`config.mk`:
```
export PLATFORM = sky130hd
export DESIGN_NAME = fir_output_quantizer
export DESIGN_NICKNAME = d
export VERILOG_FILES = /design/src/rtl/fir_pkg.sv /design/src/rtl/fir_sat_round.sv /design/src/rtl/fir_output_quantizer.sv
export SDC_FILE = /design/constraint.sdc
export NUM_CORES = 1
export LEC_CHECK = 0
export ABC_AREA = 1
export CORE_UTILIZATION = 30
export DETAILED_ROUTE_END_ITERATION = 16
export SETUP_SLACK_MARGIN = 0.05
export SYNTH_ARGS = -nofsm -noshare
export SYNTH_HDL_FRONTEND = slang
export SYNTH_HIERARCHICAL = 1
export SYNTH_SLANG_ARGS = --single-unit
export TNS_END_PERCENT = 30
```
`constraint.sdc`:
```
create_clock -name aclk -period 1.9 [get_ports aclk]
set_input_delay 0.38 -clock aclk [delete_from_list [all_inputs] [get_ports aclk]]
set_output_delay 0.38 -clock aclk [all_outputs]
set_load 0.01 [all_outputs]
```
`src/rtl/fir_pkg.sv`:
```
// Shared constants for the FIR filter datapath.
// Accumulator/sample widths, coefficient Q-format and clip limits.
package fir_pkg;

    localparam int FIR_ACC_W     = 40;
    localparam int FIR_SAMPLE_W  = 16;
    localparam int FIR_COEF_FRAC = 15;

    // Largest and smallest representable output samples
    localparam logic signed [FIR_SAMPLE_W-1:0] SAT_MAX =
        {1'b0, {(FIR_SAMPLE_W-1){1'b1}}};
    localparam logic signed [FIR_SAMPLE_W-1:0] SAT_MIN =
        {1'b1, {(FIR_SAMPLE_W-1){1'b0}}};

endpackage

```
`src/rtl/fir_sat_round.sv`:
```
// Combinational round-half-up and clip helpers for the quantizer.
// The round path and the clip path are independent so a register fits between.
module fir_sat_round
    import fir_pkg::*;
#(
    parameter  int IN_W  = FIR_ACC_W,
    parameter  int OUT_W = FIR_SAMPLE_W,
    parameter  int SHIFT = FIR_COEF_FRAC,
    localparam int RW    = IN_W + 1 - SHIFT
) (
    input  logic [IN_W-1:0]        din_i,
    output logic signed [RW-1:0]   r_o,
    input  logic [RW-1:0]          r_i,
    output logic [OUT_W-1:0]       q_o,
    output logic                   sat_o
);

    localparam int W1 = IN_W + 1;

    logic signed [IN_W:0] ext;
    logic [RW-OUT_W:0]    top;
    logic                 ovf;

    // One extra bit so adding the half-LSB offset can never overflow
    assign ext = $signed({din_i[IN_W-1], din_i});

    if (SHIFT > 0) begin : g_rnd
        localparam logic signed [IN_W:0] HALF = W1'(1) <<< (SHIFT - 1);
        logic signed [IN_W:0] sum;
        assign sum = ext + HALF;
        assign r_o = RW'(sum >>> SHIFT);
    end else begin : g_pass
        assign r_o = RW'(ext);
    end

    // Bits above the output sign must all match the sign, else clip
    assign top = r_i[RW-1:OUT_W-1];
    assign ovf = (|top) & ~(&top);

    // Select clipped extreme or the in-range low bits
    always_comb begin
        q_o   = r_i[OUT_W-1:0];
        sat_o = 1'b0;
        if (ovf) begin
            sat_o = 1'b1;
            if (r_i[RW-1]) begin
                q_o = {1'b1, {(OUT_W-1){1'b0}}};
            end else begin
                q_o = {1'b0, {(OUT_W-1){1'b1}}};
            end
        end
    end

endmodule

```
`src/rtl/fir_output_quantizer.sv`:
```
// Two-stage round/saturate quantizer on the FIR accumulator stream.
// Optional saturation event counter: define FIR_QUANT_SAT_CNT_EN.
module fir_output_quantizer
    import fir_pkg::*;
#(
    parameter int IN_W  = FIR_ACC_W,
    parameter int OUT_W = FIR_SAMPLE_W,
    parameter int SHIFT = FIR_COEF_FRAC
`ifdef FIR_QUANT_SAT_CNT_EN
    ,
    parameter int CNT_W = 16
`endif
) (
    input  logic             aclk,
    input  logic             areset,
    input  logic             s_axis_data_tvalid,
    output logic             s_axis_data_tready,
    input  logic [IN_W-1:0]  s_axis_data_tdata,
    output logic             m_axis_data_tvalid,
    input  logic             m_axis_data_tready,
    output logic [OUT_W-1:0] m_axis_data_tdata,
    output logic             m_axis_data_tuser
`ifdef FIR_QUANT_SAT_CNT_EN
    ,
    output logic [CNT_W-1:0] sat_count
`endif
);

    localparam int RW = IN_W + 1 - SHIFT;

    logic             en;
    logic [RW-1:0]    r_d, r_q;
    logic             v1_d, v1_q;
    logic             vo_d, vo_q;
    logic [OUT_W-1:0] data_d, data_q;
    logic             user_d, user_q;

    fir_sat_round #(
        .IN_W  (IN_W),
        .OUT_W (OUT_W),
        .SHIFT (SHIFT)
    ) u_sat_round (
        .din_i (s_axis_data_tdata),
        .r_o   (r_d),
        .r_i   (r_q),
        .q_o   (data_d),
        .sat_o (user_d)
    );

    // Whole pipeline advances unless the output slot is full and stalled
    assign en = !vo_q || m_axis_data_tready;

    assign s_axis_data_tready = en && !areset;
    assign v1_d               = s_axis_data_tvalid;
    assign vo_d               = v1_q;

    assign m_axis_data_tvalid = vo_q;
    assign m_axis_data_tdata  = data_q;
    assign m_axis_data_tuser  = user_q;

    // Round stage then saturate stage, both frozen on a stall
    always_ff @(posedge aclk or posedge areset) begin
        if (areset) begin
            r_q    <= '0;
            v1_q   <= 1'b0;
            vo_q   <= 1'b0;
            data_q <= '0;
            user_q <= 1'b0;
        end else if (en) begin
            r_q    <= r_d;
            v1_q   <= v1_d;
            vo_q   <= vo_d;
            data_q <= data_d;
            user_q <= user_d;
        end
    end

`ifdef FIR_QUANT_SAT_CNT_EN
    logic [CNT_W-1:0] cnt_d, cnt_q;

    // Count clipped samples as they leave; hold at all-ones
    always_comb begin
        cnt_d = cnt_q;
        if (vo_q && m_axis_data_tready && user_q && !(&cnt_q)) begin
            cnt_d = cnt_q + CNT_W'(1);
        end
    end

    // Counter register, cleared only by reset
    always_ff @(posedge aclk or posedge areset) begin
        if (areset) begin
            cnt_q <= '0;
        end else begin
            cnt_q <= cnt_d;
        end
    end

    assign sat_count = cnt_q;
`endif

endmodule

```
==> implementation parameters <==
Parameter                              Value

Finish
  Diodes inserted    0
  Leading cell type in the layout, fill and taps excluded    sky130_fd_sc_hd__nand2_1
  Register cell area after layout    1130 um^2
  Post-layout net count    488
  Filler instances    ~1000
  Number of non-filler instances in the completed layout    573
  Post-synthesis to final-layout area growth    24.8%
  Proportion of layout cells with a drive suffix above 1    0.117
  Commonest non-fill, non-tap cells in the layout    sky130_fd_sc_hd__nand2_1, sky130_fd_sc_hd__nand3_1, sky130_fd_sc_hd__clkdlybuf4s50_1
  Multi-input gate area    1530 um^2

Power
  Combinational fraction of design power    0.287
  Sw frac    0.310
  Worst IR drop on VDD    about 0.25 mV
  Clock power frac    0.225
  P_int    0.00170 W
  Cell leakage power    between 1.5 and 2 nW
  Power dissipated by switching net loads    0.000763 W
  PD cells    between 600 and 700 nW/um^2
  Sequential cell fraction of total power    0.488

Timing
  Max Clock Freq    571 MHz
  Count of endpoints failing setup in the final report    0
  Max-slew headroom    0.630
  Minimum setup slack in the final design    0.148 ns
  Actual slew at the worst max-slew pin    between 0.5 and 0.6 ns
  Unrepaired setup endpoints after global routing    true
  Worst hold slack after final layout    0.479 ns
  Share of the clock period used by the worst path    0.922
  Worst clock skew    0.00246 ns
  Final Max Slew Viols    0
  Total negative slack for setup checks    0 ns
  Clock period minus worst slack    1.75 ns
  Final count of hold timing violations    0

Routing
  Residual DRC count    0
  Count of TritonRoute iterations in the first routing pass    4
  ANT nets after route    0
  Drt wl/cell    11.2 um
  Vias after detailed routing    about 2.4k
  Post-detailed-routing wire length    approximately 6.4 mm
  Via density per instance    4.26
  Number of design-rule violations left by the first detailed-router iteration    180

GRT
  Remaining global-route overflow    0
  Number of global-route vias before repair    around 2.4k
  Pin count of the biggest net entering global routing    46
  First-pass GRT wire length    approximately 11 mm
  Antenna violations before repair    0
  Global router's overall resource usage    0.141

Critical path
  Worst setup SP type    primary input
  Data arrival at the endpoint of the critical path    slightly below 2 ns
  Crit path kind    primary input to flop
  Crit path required time    ~2.1 ns
  Slowest stage cell, crit path    sky130_fd_sc_hd__clkdlybuf4s50_1
  Critical path cell sequence    clkdlybuf4s50_1 > ha_1 > nand2_1 > nor2_4 > nand2_4 > buf_4 > xnor2_1 > nand2_1 > nand2_1
  Max Fanout on Critical Path    4
  Critical Path Max Stage Delay    ~0.49 ns
  Dominant cell type by count on the critical path    sky130_fd_sc_hd__nand2_1
  Crit end category    flop

Place
  Number of placed instances, taps included    564
  Gpl congestion    between 0.8 and 0.9
  I/O Buffers    48
  Post-place setup slack    -0.136 ns
  HPWL Detailed    4.66 mm

Floorplanning
  Horizontal extent of the die    99.5 um
  Die area    9900 um^2
  Boundary pin count    63
  Row cnt    35
  Standard cell core area    9240 um^2
  Die boundary height    ~100 um
  Initial core utilization    0.309

Logic synthesis
  Area fraction in and, or, nand and nor cells after synthesis    0.478
  Complex-gate fraction of the synthesized area    0.00351
  Number of warnings reported in the yosys synthesis log    6
  Gate Count Post-Synth    390
  Sequential area share after synthesis    0.395
  Post-synthesis share of cell area spent on full adders, half adders and majority gates    0.00439
  Average cell area after synthesis    approximately 7.3 um^2
  Multiplexer fraction of the synthesized cell area    0
  Post-Syn Area    2850 um^2
  Xor and xnor area share after synthesis    0.0487
  Number of synthesized register bits    45
  Mapped Nets    435
  Unique cell type count in the Yosys netlist    27
  Main combinational cell family by area after synthesis    simple AND/OR/NAND/NOR gates

Clock tree
  Htree depth    2
  Number of buffers added by the clock tree synthesis step    5
  Clock network latency to the later pin of the worst-skew pair    0.29 ns
  Clock-pin slew on the worst setup and hold paths    0.08 ns
  TritonCTS clock tree    done
  Root buffer selected by CTS    sky130_fd_sc_hd__clkbuf_8
  Clock sinks    45
  Maximum buffer depth of the clock tree    2

Hold path
  Hold WC Path Type    flop to flop

Status
  Result of the run    completed

Run
  Number of max-cap violations    0
[per-stage QoR]
stage | instance area (um^2) | total power [W] | utilization
6_report | 3560 | 0.00246 | 0.385
3_3_place_gp | 3470 | 0.00192 | 0.375
3_5_place_dp | 3470 | 0.00194 | 0.375
4_1_cts | 3550 | 0.00250 | 0.384
5_1_grt | 3560 | 0.00264 | 0.385
2_1_floorplan | 2850 | 0.00164 | -
[Yosys cell counts (all sizes together)]
cell type | n | area share
a21oi | 2 | 0.0035
buf | 15 | 0.046
and2 | 3 | 0.0070
xnor2 | 6 | 0.018
nor2 | 40 | 0.080
ha | 1 | 0.0044
dfrtp | 45 | 0.39
nor3 | 1 | 0.0018
nand3 | 51 | 0.089
nand3b | 7 | 0.018
clkinv | 1 | 0.0013
nand2 | 192 | 0.28
inv | 16 | 0.022
clkbuf | 1 | 0.0013
xor2 | 9 | 0.030
[layout make-up]
class,instances,share of cell area
sequential,45,0.316
inverter,17,0.0186
tap,129,0.0453
timing repair buffer,62,0.168
clock buffer,8,0.0225
multi-input combinational,312,0.430
[repair_timing]
item	CTS	global route
buffers inserted	0	1
endpoints found under the setup margin	1	2
gates resized for setup	1	1
hold buffers	0	0
pin swaps	0	1
[worst max-delay path: cells and delay by family]
family	cells	cell delay (ns)
buffers and inverters	2	0.63
and+or+nand+nor	5	0.57
xor gates and xnor gates	1	0.22
adders and majority gates	1	0.17
[kinds of logic (layout without fill, tap and decap cells)]
kind of cell	after synthesis	count (layout)
AO/OA/AOI/OAI	2	2
buffers and inverters	33	87
XOR/XNOR	15	15
flip-flops	45	45
AND/OR/NAND/NOR	294	294
adder cells (fa/ha/maj)	1	1
[per-layer routing]
layer  up-vias  part of all wire  track usage
met2        53              0.45        0.230
met3         2             0.036       0.0211
li1       1317                 -            -
met1      1067              0.50        0.194
met4         0            0.0080       0.0407
met5         -                 0            0
[power by group through the flow]
| stage | combinational (W) | sequential [W] | clock (W) |
|---|---|---|---|
| finish | 0.000707 | 0.00120 | 0.000554 |
| global placement | 0.000706 | 0.00122 | 0 |
| global route | 0.000793 | 0.00122 | 0.000627 |
| floorplan | 0.000406 | 0.00124 | 0 |
| detailed placement | 0.000715 | 0.00122 | 0 |
| CTS | 0.000716 | 0.00120 | 0.000584 |
[state kept, by name, summed over array words and instances, names as in the netlist]
register            cells
r_q                    26
m_axis_data_tvalid      1
m_axis_data_tuser       1
v1_q                    1
m_axis_data_tdata      16
[worst paths after layout]
kind	from	endpoint	slack (ns)	depth (start not counted)
max in group asynchronous	areset	r_q[14]	1.20	3
hold reg to reg	v1_q	m_axis_data_tvalid	0.48	2
setup reg to reg	r_q[22]	m_axis_data_tdata[4]	0.35	8
setup / recovery	s_axis_data_tdata[15]	r_q[7]	0.15	9
min in group asynchronous	areset	m_axis_data_tdata[3]	0.49	3
hold / removal	v1_q	m_axis_data_tvalid	0.48	2
No activity file was read; power rests on OpenSTA's default activity.
